### src/rtl/pipe_pkg.sv
// Shared definitions for the pipeline stage register: state encoding and default widths.
package pipe_pkg;
  localparam int DATA_W_DEF = 32;
  localparam int CTRL_W_DEF = 5;
  localparam int CNT_W_DEF  = 16;

  typedef enum logic [1:0] {
    ST_EMPTY = 2'd0,
    ST_ONE   = 2'd1,
    ST_FULL  = 2'd2
  } state_e;
endpackage

### src/rtl/pipe_perf_cnt.sv
// Saturating event counter used to count downstream stall cycles.
module pipe_perf_cnt #(
  parameter int CNT_W = 16
) (
  input  logic             clk_i,
  input  logic             rst_i,
  input  logic             inc_i,
  output logic [CNT_W-1:0] cnt_o
);
  logic [CNT_W-1:0] r_cnt;

  always_ff @(posedge clk_i or posedge rst_i) begin
    if (rst_i)                      r_cnt <= '0;
    else if (inc_i && r_cnt != '1)  r_cnt <= r_cnt + 1'b1;
  end

  assign cnt_o = r_cnt;
endmodule

### src/rtl/pipe_stage_reg.sv
// Skid-buffered pipeline stage register (main + skid entry); in_ready_o is purely registered.
// Optional stall counter enabled by macro PIPE_STAGE_PERF_EN.
import pipe_pkg::*;

module pipe_stage_reg #(
  parameter int DATA_W = DATA_W_DEF,
  parameter int CTRL_W = CTRL_W_DEF,
  parameter int CNT_W  = CNT_W_DEF
) (
  input  logic              clk_i,
  input  logic              rst_i,
  input  logic              flush_i,
  input  logic              in_valid_i,
  output logic              in_ready_o,
  input  logic [CTRL_W-1:0] in_ctrl_i,
  input  logic [DATA_W-1:0] in_data_i,
  output logic              out_valid_o,
  input  logic              out_ready_i,
  output logic [CTRL_W-1:0] out_ctrl_o,
  output logic [DATA_W-1:0] out_data_o
`ifdef PIPE_STAGE_PERF_EN
  ,
  output logic [CNT_W-1:0]  stall_cnt_o
`endif
);
  state_e            r_state, w_state_nxt;
  logic [CTRL_W-1:0] r_main_ctrl, r_skid_ctrl;
  logic [DATA_W-1:0] r_main_data, r_skid_data;
  logic              w_accept, w_drain;
  logic              w_load_main_in, w_load_main_skid, w_load_skid;

  assign in_ready_o  = (r_state != ST_FULL);
  assign out_valid_o = (r_state != ST_EMPTY);
  assign w_accept    = in_valid_i & in_ready_o;
  assign w_drain     = out_valid_o & out_ready_i;

  always_ff @(posedge clk_i or posedge rst_i) begin
    if (rst_i) r_state <= ST_EMPTY;
    else       r_state <= w_state_nxt;
  end

  always_comb begin
    w_state_nxt      = r_state;
    w_load_main_in   = 1'b0;
    w_load_main_skid = 1'b0;
    w_load_skid      = 1'b0;
    case (r_state)
      ST_EMPTY: if (w_accept) begin
        w_load_main_in = 1'b1;
        w_state_nxt    = ST_ONE;
      end
      ST_ONE: begin
        if (w_accept && w_drain) begin
          w_load_main_in = 1'b1;
        end else if (w_accept) begin
          w_load_skid = 1'b1;
          w_state_nxt = ST_FULL;
        end else if (w_drain) begin
          w_state_nxt = ST_EMPTY;
        end
      end
      ST_FULL: if (w_drain) begin
        w_load_main_skid = 1'b1;
        w_state_nxt      = ST_ONE;
      end
      default: w_state_nxt = ST_EMPTY;
    endcase
    // Flush wins over any simultaneous accept or drain; payload regs may go stale.
    if (flush_i) w_state_nxt = ST_EMPTY;
  end

  always_ff @(posedge clk_i or posedge rst_i) begin
    if (rst_i) begin
      r_main_ctrl <= '0;
      r_main_data <= '0;
      r_skid_ctrl <= '0;
      r_skid_data <= '0;
    end else begin
      if (w_load_main_in) begin
        r_main_ctrl <= in_ctrl_i;
        r_main_data <= in_data_i;
      end else if (w_load_main_skid) begin
        r_main_ctrl <= r_skid_ctrl;
        r_main_data <= r_skid_data;
      end
      if (w_load_skid) begin
        r_skid_ctrl <= in_ctrl_i;
        r_skid_data <= in_data_i;
      end
    end
  end

  // Bubbles must never carry live control bits downstream.
  assign out_ctrl_o = out_valid_o ? r_main_ctrl : '0;
  assign out_data_o = r_main_data;

`ifdef PIPE_STAGE_PERF_EN
  pipe_perf_cnt #(.CNT_W(CNT_W)) u_perf_cnt (
    .clk_i (clk_i),
    .rst_i (rst_i),
    .inc_i (out_valid_o & ~out_ready_i),
    .cnt_o (stall_cnt_o)
  );
`endif
endmodule

### config.mk
export PLATFORM = sky130hd
export DESIGN_NAME = pipe_stage_reg
export DESIGN_NICKNAME = d
export VERILOG_FILES = /design/src/rtl/pipe_pkg.sv /design/src/rtl/pipe_perf_cnt.sv /design/src/rtl/pipe_stage_reg.sv
export SDC_FILE = /design/constraint.sdc
export NUM_CORES = 1
export LEC_CHECK = 0
export CORE_MARGIN = 2
export CORE_UTILIZATION = 45
export CTS_BUF_LIST = sky130_fd_sc_hd__clkbuf_16
export DETAILED_ROUTE_END_ITERATION = 16
export PLACE_DENSITY = 0.76
export SYNTH_ARGS = -nofsm -noshare
export SYNTH_HDL_FRONTEND = slang
export SYNTH_SLANG_ARGS = --single-unit
### constraint.sdc
create_clock -name clk_i -period 2.5 [get_ports clk_i]
set_clock_uncertainty 0.05 [all_clocks]
set_input_delay 0.375 -clock clk_i [delete_from_list [all_inputs] [get_ports clk_i]]
set_output_delay 0.375 -clock clk_i [all_outputs]
set_load 0.01 [all_outputs]
==> results of run 1 <==
[flip-flops by register name, indices dropped and copies added (netlist names)]
signal / flops
r_state: 2
r_skid_data: 32
r_skid_ctrl: 5
out_data_o: 32
r_main_ctrl: 5
[logic make-up after synthesis]
group	count (synthesis)	synth area share
compound gates	51	0.159
buf+inv	20	0.0427
simple gates	52	0.104
flops	76	0.555
mux	42	0.140
[cell usage after synthesis]
library cell / n
dfrtp_1: 76
mux2_2: 36
o221a_2: 35
nand2b_1: 29
o32a_1: 13
buf_6: 8
or2b_1: 7
buf_2: 6
nor2b_1: 6
clkbuf_1: 3
mux2_1: 3
inv_1: 2
mux2_4: 2
nor2_1: 2
a211oi_1: 1
a21oi_1: 1
and3b_1: 1
buf_4: 1
mux2i_1: 1
nand2_1: 1
nand2_2: 1
nand2b_2: 1
nand2b_4: 1
nand3b_1: 1
nor2_8: 1
nor4b_1: 1
o21ai_2: 1
[worst max path at each step]
stage	start	to	slack (ns)	cells after the start
after floorplan	rst_i	out_data_o[0]$_DFFE_PP0P_	0.14	1
after global placement	in_valid_i	out_data_o[31]$_DFFE_PP0P_	0.15	4
after detailed placement	in_valid_i	r_main_ctrl[2]$_DFFE_PP0P_	0.09	4
after CTS	r_state[0]$_DFFE_PP0P_	in_ready_o	0.21	3
after global routing	r_state[0]$_DFFE_PP0P_	in_ready_o	0.12	3
final	r_state[0]$_DFFE_PP0P_	in_ready_o	0.22	3
[metrics by stage]
| stage | utilization | std cells | worst slack [ns] | power [mW] |
|---|---|---|---|---|
| 2_1_floorplan | - | 241 | 0.137 | 2.05 |
| 3_3_place_gp | 0.589 | 411 | 0.145 | 2.36 |
| 3_5_place_dp | 0.589 | 411 | 0.0895 | 2.39 |
| 4_1_cts | 0.632 | 427 | 0.211 | 3.76 |
| 5_1_grt | 0.632 | 427 | 0.121 | 3.91 |
| 6_report | 0.632 | 427 | 0.222 | 3.73 |
[power by group through the flow]
stage	Combinational [mW]	Clock (mW)	Sequential [mW]
6_report	0.751	1.37	1.61
5_1_grt	0.809	1.46	1.64
4_1_cts	0.760	1.39	1.61
3_5_place_dp	0.757	0	1.63
3_3_place_gp	0.737	0	1.62
2_1_floorplan	0.421	0	1.63
[layer usage]
metal / up-vias / wire, µm / track usage
li1: 1077 / - / -
met1: 1198 / 3530 / 0.267
met2: 86 / 3410 / 0.283
met3: 7 / 487 / 0.0664
met4: 0 / 81 / 0.0568
met5: - / 0 / 0
[area by class of cell]
type,count,area share
Sequential cell,76,0.410
Multi-Input combinational cell,145,0.300
Timing Repair Buffer,89,0.193
Clock buffer,9,0.0486
Tap cell,99,0.0267
Clock inverter,7,0.0200
Inverter,2,0.00189
[cells in the final DEF, fill, tap and decap left out, types with 6 or more instances in the layout]
| master | Yosys | layout |
|---|---|---|
| dfrtp_1 | 76 | 76 |
| o221a_2 | 35 | 35 |
| nand2b_1 | 29 | 29 |
| buf_4 | 1 | 7 |
| clkbuf_16 | 0 | 9 |
| nor2b_1 | 6 | 6 |
| mux2_2 | 36 | 36 |
| or2b_1 | 7 | 7 |
| clkdlybuf4s50_1 | 0 | 80 |
| o32a_1 | 13 | 13 |
==> impl_metrics.tcl, run 1 <==
set metrics [dict create \
    status "completed" \
    switching_power_mw 0.889 \
    cts_inserted_buffers 9 \
    wl_per_cell_um 17.6 \
    syn_area_um2 3430 \
    setup_viol 0 \
    power_frac_clock 0.367 \
    r2r_slack_ns 0.58 \
    yosysTopAreaCell "dfrtp_1" \
    ys_seq_area_frac 0.555 \
    rr_worst_depth 3 \
    grt_max_degree 40 \
    drv_cap 0 \
    clk_path_buf_depth 2 \
    hold_slack_ns 0.406 \
    ys_warn_count 0 \
    cts_setup_buffers 0 \
    netlist_top_cells_area "dfrtp_1, mux2_2, o221a_2" \
    cts_tree "yes" \
    leakagePower_nw 1.83 \
    layout-drive-gt1-share 0.314 \
    switching_share 0.238 \
    postCtsHoldBufs 0 \
    synth_cell_types 27 \
    worstSetupPathType "register to primary output" \
    hold_path.class "primary input to async pin" \
    grt_pass1_vias 2433 \
    vias 2368 \
    insertion_delay_ns 0.33 \
    required_ns 2.08 \
    dr.first_iter.drc_count 102 \
    ir_drop_mv 0.608 \
    remaining_drc_errors 0 \
    nFillCells 561 \
    drt_wl_total_um 7500 \
    n_antenna_cell 0 \
    cts_resized 0 \
    dieWidth_um 91.3 \
    cp_slowest_cell "dfrtp_1" \
    comb_power_share 0.201 \
    grt_pass1_wl_um 12400 \
    post-route-cell-area_um2 4630 \
    relSlewSlack 0.322 \
    avgSynthCellArea_um2 14.2 \
    cts_max_level 3 \
    cpPeakStageDelay_ns 0.58 \
    seqPwrFrac 0.432 \
    crit_path_end_kind "primary output" \
    path_clk_slew_ns 0.06 \
    internal-power_mw 2.84 \
    grt_use_total 0.191 \
    grt_overflow 0 \
    antenna_found_initial 0 \
    p_per_area_nw_per_um2 805 \
    dp_hpwl_um 4890 \
    start_kind "register" \
    synth_top_area_frac 0.555 \
    r2r-end "out_data_o[31]$_DFFE_PP0P_" \
    final-hold-violation-count 0 \
    cp_max_fo 12 \
    io_pins 81 \
    rsz0062_at_grt "false" \
    port-buffer-count 80 \
    die_height_um 91.3 \
    fin_crit_sh 0.911 \
    avgViaCountPerCell 5.55 \
    num_rows 31 \
    netlist_instances 241 \
    synth_nets 283 \
    cts_sinks 76 \
    period_minus_slack_ns 2.28 \
    drtAntennaViolNets 0 \
    nNetsFinal 365 \
    report.final.slew_viol_count 0 \
    synth-seq-cells 76 \
    core_region_area_um2 7330 \
    cp.arrival_ns 1.85 \
    worstReg2RegStart "r_state[1]$_DFFE_PP0P_" \
    worstMarginPinSlew_ns 1.01 \
    die-area_um2 8340 \
    gp_congestion 0.794 \
    crit_buf_inv 2 \
    multi_input_area_um2 1390 \
    seq_area_um2 1900 \
    clock-root-buffer "clkbuf_16" \
    placed_cell_area_um2 4320 \
    start_util 0.468 \
    cp_cell_sequence "buf_4 > nand2b_1 > clkdlybuf4s50_1" \
    syn2layout_area_growth_pct 35.1 \
    drtPass1Iterations 4 \
    fmax_ghz 0.439 \
    critical_path.top_delay_family "buffers and inverters" \
    finalSetupTns_ns 0 \
]
(Power assumes the default switching activity.)
==> run 2: changes to the inputs <==
--- a/config.mk
+++ b/config.mk
@@ -5,11 +5,13 @@
 export SDC_FILE = /design/constraint.sdc
 export NUM_CORES = 1
 export LEC_CHECK = 0
+export CAP_MARGIN = 25
 export CORE_MARGIN = 2
 export CORE_UTILIZATION = 45
 export CTS_BUF_LIST = sky130_fd_sc_hd__clkbuf_16
 export DETAILED_ROUTE_END_ITERATION = 16
 export PLACE_DENSITY = 0.76
+export RECOVER_POWER = 25
 export SYNTH_ARGS = -nofsm -noshare
 export SYNTH_HDL_FRONTEND = slang
 export SYNTH_SLANG_ARGS = --single-unit
==> run 2 against run 1 <==
The run now ends with capacitance limit left. Cell count stayed put. Clock power hardly changed. Register-to-register slack hardly changed. Sequential power hardly changed. Global-route usage stayed put. Worst setup slack stayed put. Core utilization is 0.068 points lower. Via count stayed put. Total power hardly changed. Wire length hardly changed. Critical path type unchanged.
==> impl_metrics.tcl, run 2 (synthesized netlist as in run 1, its figures left out) <==
set metrics [dict create \
    worstSetupPathType "register to primary output" \
    fin_util 0.632 \
    grt_pass1_vias 2433 \
    leakagePower_nw 1.83 \
    cts_tree "yes" \
    worstReg2RegStart "r_state[1]$_DFFE_PP0P_" \
    cp.arrival_ns 1.85 \
    fmax_ghz 0.439 \
    p_per_area_nw_per_um2 805 \
    crit_path_end_kind "primary output" \
    cp_max_fo 12 \
    grt_overflow 0 \
    cp-startpoint "r_state[0]$_DFFE_PP0P_" \
    dr.first_iter.drc_count 102 \
    core_region_area_um2 7330 \
    fin_crit_sh 0.911 \
    cts_setup_buffers 0 \
    r2r_slack_ns 0.58 \
    drtPass1Iterations 4 \
    cpPeakStageDelay_ns 0.58 \
    cts_max_level 3 \
    grt_max_degree 40 \
    num_rows 31 \
    port-buffer-count 80 \
    die-area_um2 8340 \
    grt_pass1_wl_um 12400 \
    worstMarginPinSlew_ns 1.49 \
    path_clk_slew_ns 0.06 \
    cp_slowest_cell "dfrtp_1" \
    remaining_drc_errors 0 \
    rsz0062_at_grt "false" \
    cts_resized 0 \
    vias 2368 \
    grt_use_total 0.191 \
    dp_hpwl_um 4890 \
    insertion_delay_ns 0.33 \
    layout_commonest_cell "clkdlybuf4s50_1" \
    cp_cell_sequence "buf_4 > nand2b_1 > clkdlybuf4s50_1" \
    io_pins 81 \
    n_antenna_cell 0 \
    layout-drive-gt1-share 0.308 \
    die_height_um 91.3 \
    layout_common_cells "clkdlybuf4s50_1, dfrtp_1, mux2_2" \
    clk_path_buf_depth 2 \
    drtAntennaViolNets 0 \
    dieWidth_um 91.3 \
    status "finished, violations left" \
    avgViaCountPerCell 5.55 \
    hold_path.class "register to register" \
    r2r-end "out_data_o[31]$_DFFE_PP0P_" \
    drv_cap 1 \
    postCtsHoldBufs 0 \
    report.final.slew_viol_count 0 \
    final-hold-violation-count 0 \
    setup_viol 0 \
    gp_congestion 0.794 \
    cts_sinks 76 \
    clock-root-buffer "clkbuf_16" \
    required_ns 2.08 \
    start_kind "register" \
    crit_end "in_ready_o" \
    ir_drop_mv 0.608 \
    nNetsFinal 365 \
    violations "capacitance limit" \
    antenna_found_initial 0 \
    start_util 0.468 \
    period_minus_slack_ns 2.28 \
    rr_worst_depth 3 \
    drt_wl_total_um 7500 \
    relSlewSlack 0.00389 \
    cts_inserted_buffers 9 \
    finalSetupTns_ns 0 \
    wl_per_cell_um 17.6 \
    syn2layout_area_growth_pct 35.0 \
]
[run 2: cell types whose count changed in the layout (fill, tap and decap cells not counted)]
cell / before / now
buf_4: 7 / 6
clkbuf_1: 0 / 1
clkdlybuf4s50_1: 80 / 79
clkinv_2: 2 / 1
dlygate4sd3_1: 0 / 1
inv_1: 2 / 3
[run 2: worst min path at each step]
stage                                  end  cells after the start  slack (ns)                        start
2_1_floorplan       r_state[0]$_DFFE_PP0P_                      1        0.39                      flush_i
3_3_place_gp   r_skid_data[13]$_DFFE_PP0P_                      1        0.41  r_skid_data[13]$_DFFE_PP0P_
3_5_place_dp    r_skid_ctrl[0]$_DFFE_PP0P_                      1        0.42   r_skid_ctrl[0]$_DFFE_PP0P_
4_1_cts         r_skid_data[2]$_DFFE_PP0P_                      2        0.43                        rst_i
5_1_grt         r_skid_ctrl[0]$_DFFE_PP0P_                      1        0.44   r_skid_ctrl[0]$_DFFE_PP0P_
6_report       r_skid_data[13]$_DFFE_PP0P_                      1        0.43  r_skid_data[13]$_DFFE_PP0P_
[run 2: worst max-delay path: cells and delay by family, from the launching register on]
kind	cells	cell delay [ns]
buf+inv	2	0.80
flops	1	0.58
simple gates	1	0.14
[run 2: routing by layer]
layer | track usage | wire, µm | up-vias
li1 | - | - | 1077
met1 | 0.267 | 3530 | 1198
met2 | 0.283 | 3400 | 86
met3 | 0.0664 | 487 | 7
met4 | 0.0568 | 81 | 0
met5 | 0 | 0 | -
[run 2: power by group]
part | switching (mW) | internal (mW) | leakage [nW] | total, mW
sequential | 0.126 | 1.48 | 0.882 | 1.61
clock | 0.500 | 0.870 | 0.153 | 1.37
combinational | 0.263 | 0.486 | 0.793 | 0.749
total | 0.889 | 2.84 | 1.83 | 3.73
[run 2: stage by stage]
step | cells | instance area, µm² | worst slack [ns] | power (mW) | hold slack, ns
global route | 427 | 4630 | 0.121 | 3.91 | 0.437
finish | 427 | 4630 | 0.222 | 3.73 | 0.431
detailed placement | 411 | 4320 | 0.0895 | 2.39 | 0.419
global placement | 411 | 4320 | 0.145 | 2.36 | 0.408
floorplan | 241 | 3430 | 0.137 | 2.05 | 0.388
CTS | 427 | 4630 | 0.211 | 3.76 | 0.431
[run 2: layout make-up]
type                            instances  area, µm²
Clock inverter                          7       92.6
Timing Repair Buffer                   89        890
Sequential cell                        76       1900
Tap cell                               99        124
Multi-Input combinational cell        145       1390
Fill cell                             561       2700
Clock buffer                            9        225
Inverter                                2       7.51
==> run 3: changes to the inputs <==
--- a/config.mk
+++ b/config.mk
@@ -6,11 +6,10 @@
 export NUM_CORES = 1
 export LEC_CHECK = 0
 export CAP_MARGIN = 25
-export CORE_MARGIN = 2
-export CORE_UTILIZATION = 45
+export CORE_UTILIZATION = 40
 export CTS_BUF_LIST = sky130_fd_sc_hd__clkbuf_16
 export DETAILED_ROUTE_END_ITERATION = 16
-export PLACE_DENSITY = 0.76
+export PLACE_DENSITY = 0.69
 export RECOVER_POWER = 25
 export SYNTH_ARGS = -nofsm -noshare
 export SYNTH_HDL_FRONTEND = slang
==> run 3 against run 2 <==
The run now ends clean. Non-clock buffer count rose by 5. First-iteration DRC count fell by 16%. Sequential share of layout area hardly changed. Global-route usage is 1.6 points lower. Wire length down 1.8%. Cell area hardly changed. Cell count rose by 2.3%. Worst setup slack better by 0.20 ns. Total power fell by 6.2%. Die area grew 7.3%. Critical endpoint is now out_ctrl_o[1].
==> impl_metrics.tcl, run 3 (synthesized netlist as in run 1, its figures left out) <==
set metrics [dict create \
    core_region_area_um2 8260 \
    dp_hpwl_um 5030 \
    grt_pass1_vias 2327 \
    setup_viol 0 \
    cp_cell_sequence "nor2_1 > nor2b_1 > clkdlybuf4s50_1" \
    remaining_drc_errors 0 \
    hold_path.class "register to register" \
    crit_path_end_kind "primary output" \
    postCtsHoldBufs 0 \
    port-buffer-count 80 \
    cts_setup_buffers 0 \
    worstMarginPinSlew_ns 1.40 \
    drv_cap 0 \
    crit_buf_inv 1 \
    syn2layout_area_growth_pct 35.1 \
    worstSetupPathType "register to primary output" \
    layout_commonest_cell "clkdlybuf4s50_1" \
    start_util 0.415 \
    power_mw 3.50 \
    die-area_um2 8950 \
    drtPass1Iterations 4 \
    fin_crit_sh 0.832 \
    layout_common_cells "clkdlybuf4s50_1, dfrtp_1, mux2_2" \
    cts_resized 0 \
    period_minus_slack_ns 2.08 \
    dp_cells 422 \
    grt_overflow 0 \
    antenna_found_initial 0 \
    fin_cells 437 \
    num_rows 33 \
    io_pins 81 \
    cts_sinks 76 \
    wl_per_cell_um 16.9 \
    fin_util 0.561 \
    final-hold-violation-count 0 \
    layout-drive-gt1-share 0.325 \
    status "completed" \
    clk_path_buf_depth 2 \
    ir_drop_mv 0.410 \
    required_ns 2.08 \
    n_antenna_cell 0 \
    gp_congestion 0.738 \
    insertion_delay_ns 0.33 \
    nFillCells 679 \
    p_per_area_nw_per_um2 755 \
    start_kind "register" \
    grt_max_degree 33 \
    grt_use_total 0.175 \
    finalSetupTns_ns 0 \
    critical_path.top_delay_family "buffers and inverters" \
    die_height_um 94.6 \
    leakagePower_nw 1.83 \
    report.final.slew_viol_count 0 \
    vias 2387 \
    rsz0062_at_grt "false" \
    grt_pass1_wl_um 11900 \
    cp_max_fo 8 \
    avgViaCountPerCell 5.46 \
    dr.first_iter.drc_count 86 \
    cts_max_level 3 \
    drt_wl_total_um 7370 \
    clock-root-buffer "clkbuf_16" \
    cp_slowest_cell "clkdlybuf4s50_1" \
    path_clk_slew_ns 0.05 \
    cts_tree "yes" \
    fmax_ghz 0.481 \
    relSlewSlack 0.0603 \
    cpPeakStageDelay_ns 0.48 \
    nNetsFinal 370 \
    cts_inserted_buffers 9 \
    dieWidth_um 94.6 \
    drtAntennaViolNets 0 \
    cp.arrival_ns 1.65 \
]
==> run 3: power by group <==
group          total, mW  leakage, nW  switching (mW)  internal [mW]
combinational      0.762        0.821           0.265          0.497
clock               1.13        0.131           0.470          0.656
sequential          1.61        0.882           0.123           1.48
==> run 3: final timing paths <==
kind / start / to / slack, ns / cells past startpoint
worst max-delay path: r_state[1]$_DFFE_PP0P_ / out_ctrl_o[1] / 0.42 / 3
worst min-delay path: r_skid_ctrl[0]$_DFFE_PP0P_ / r_skid_ctrl[0]$_DFFE_PP0P_ / 0.43 / 1
worst max register to register: r_state[0]$_DFFE_PP0P_ / out_data_o[5]$_DFFE_PP0P_ / 0.68 / 4
worst min register to register: r_skid_ctrl[0]$_DFFE_PP0P_ / r_skid_ctrl[0]$_DFFE_PP0P_ / 0.43 / 1
max in group asynchronous: rst_i / r_skid_data[14]$_DFFE_PP0P_ / 0.81 / 3
min in group asynchronous: rst_i / out_data_o[29]$_DFFE_PP0P_ / 0.76 / 2
==> run 3: metal layers <==
layer | part of all wire | global-route usage
met1 | 0.48 | 0.250
met3 | 0.075 | 0.0548
met2 | 0.44 | 0.252
met4 | 0.0027 | 0.0568
met5 | 0 | 0
==> run 3: worst reg2reg max path: cells and delay by family, from the launching register on <==
kind,cells,cell delay [ns]
flops,1,0.44
simple gates,1,0.41
buf+inv,1,0.23
mux,2,0.59
==> run 3: final cells by class <==
type / instances / area (µm²) / area share
clock buffer: 9 / 225 / 0.0486
clock inverter: 6 / 32.5 / 0.00702
inverter: 2 / 8.76 / 0.00189
multi-input combinational: 145 / 1390 / 0.300
sequential: 76 / 1900 / 0.411
tap: 105 / 131 / 0.0284
timing repair buffer: 94 / 943 / 0.204
==> run 3: metrics by stage <==
step	cell area [µm²]	hold WS, ns	setup WS, ns
detailed placement	4370	0.421	0.330
CTS	4630	0.364	0.377
global placement	4370	0.411	0.343
floorplan	3430	0.388	0.137
global route	4630	0.454	0.310
finish	4630	0.434	0.421
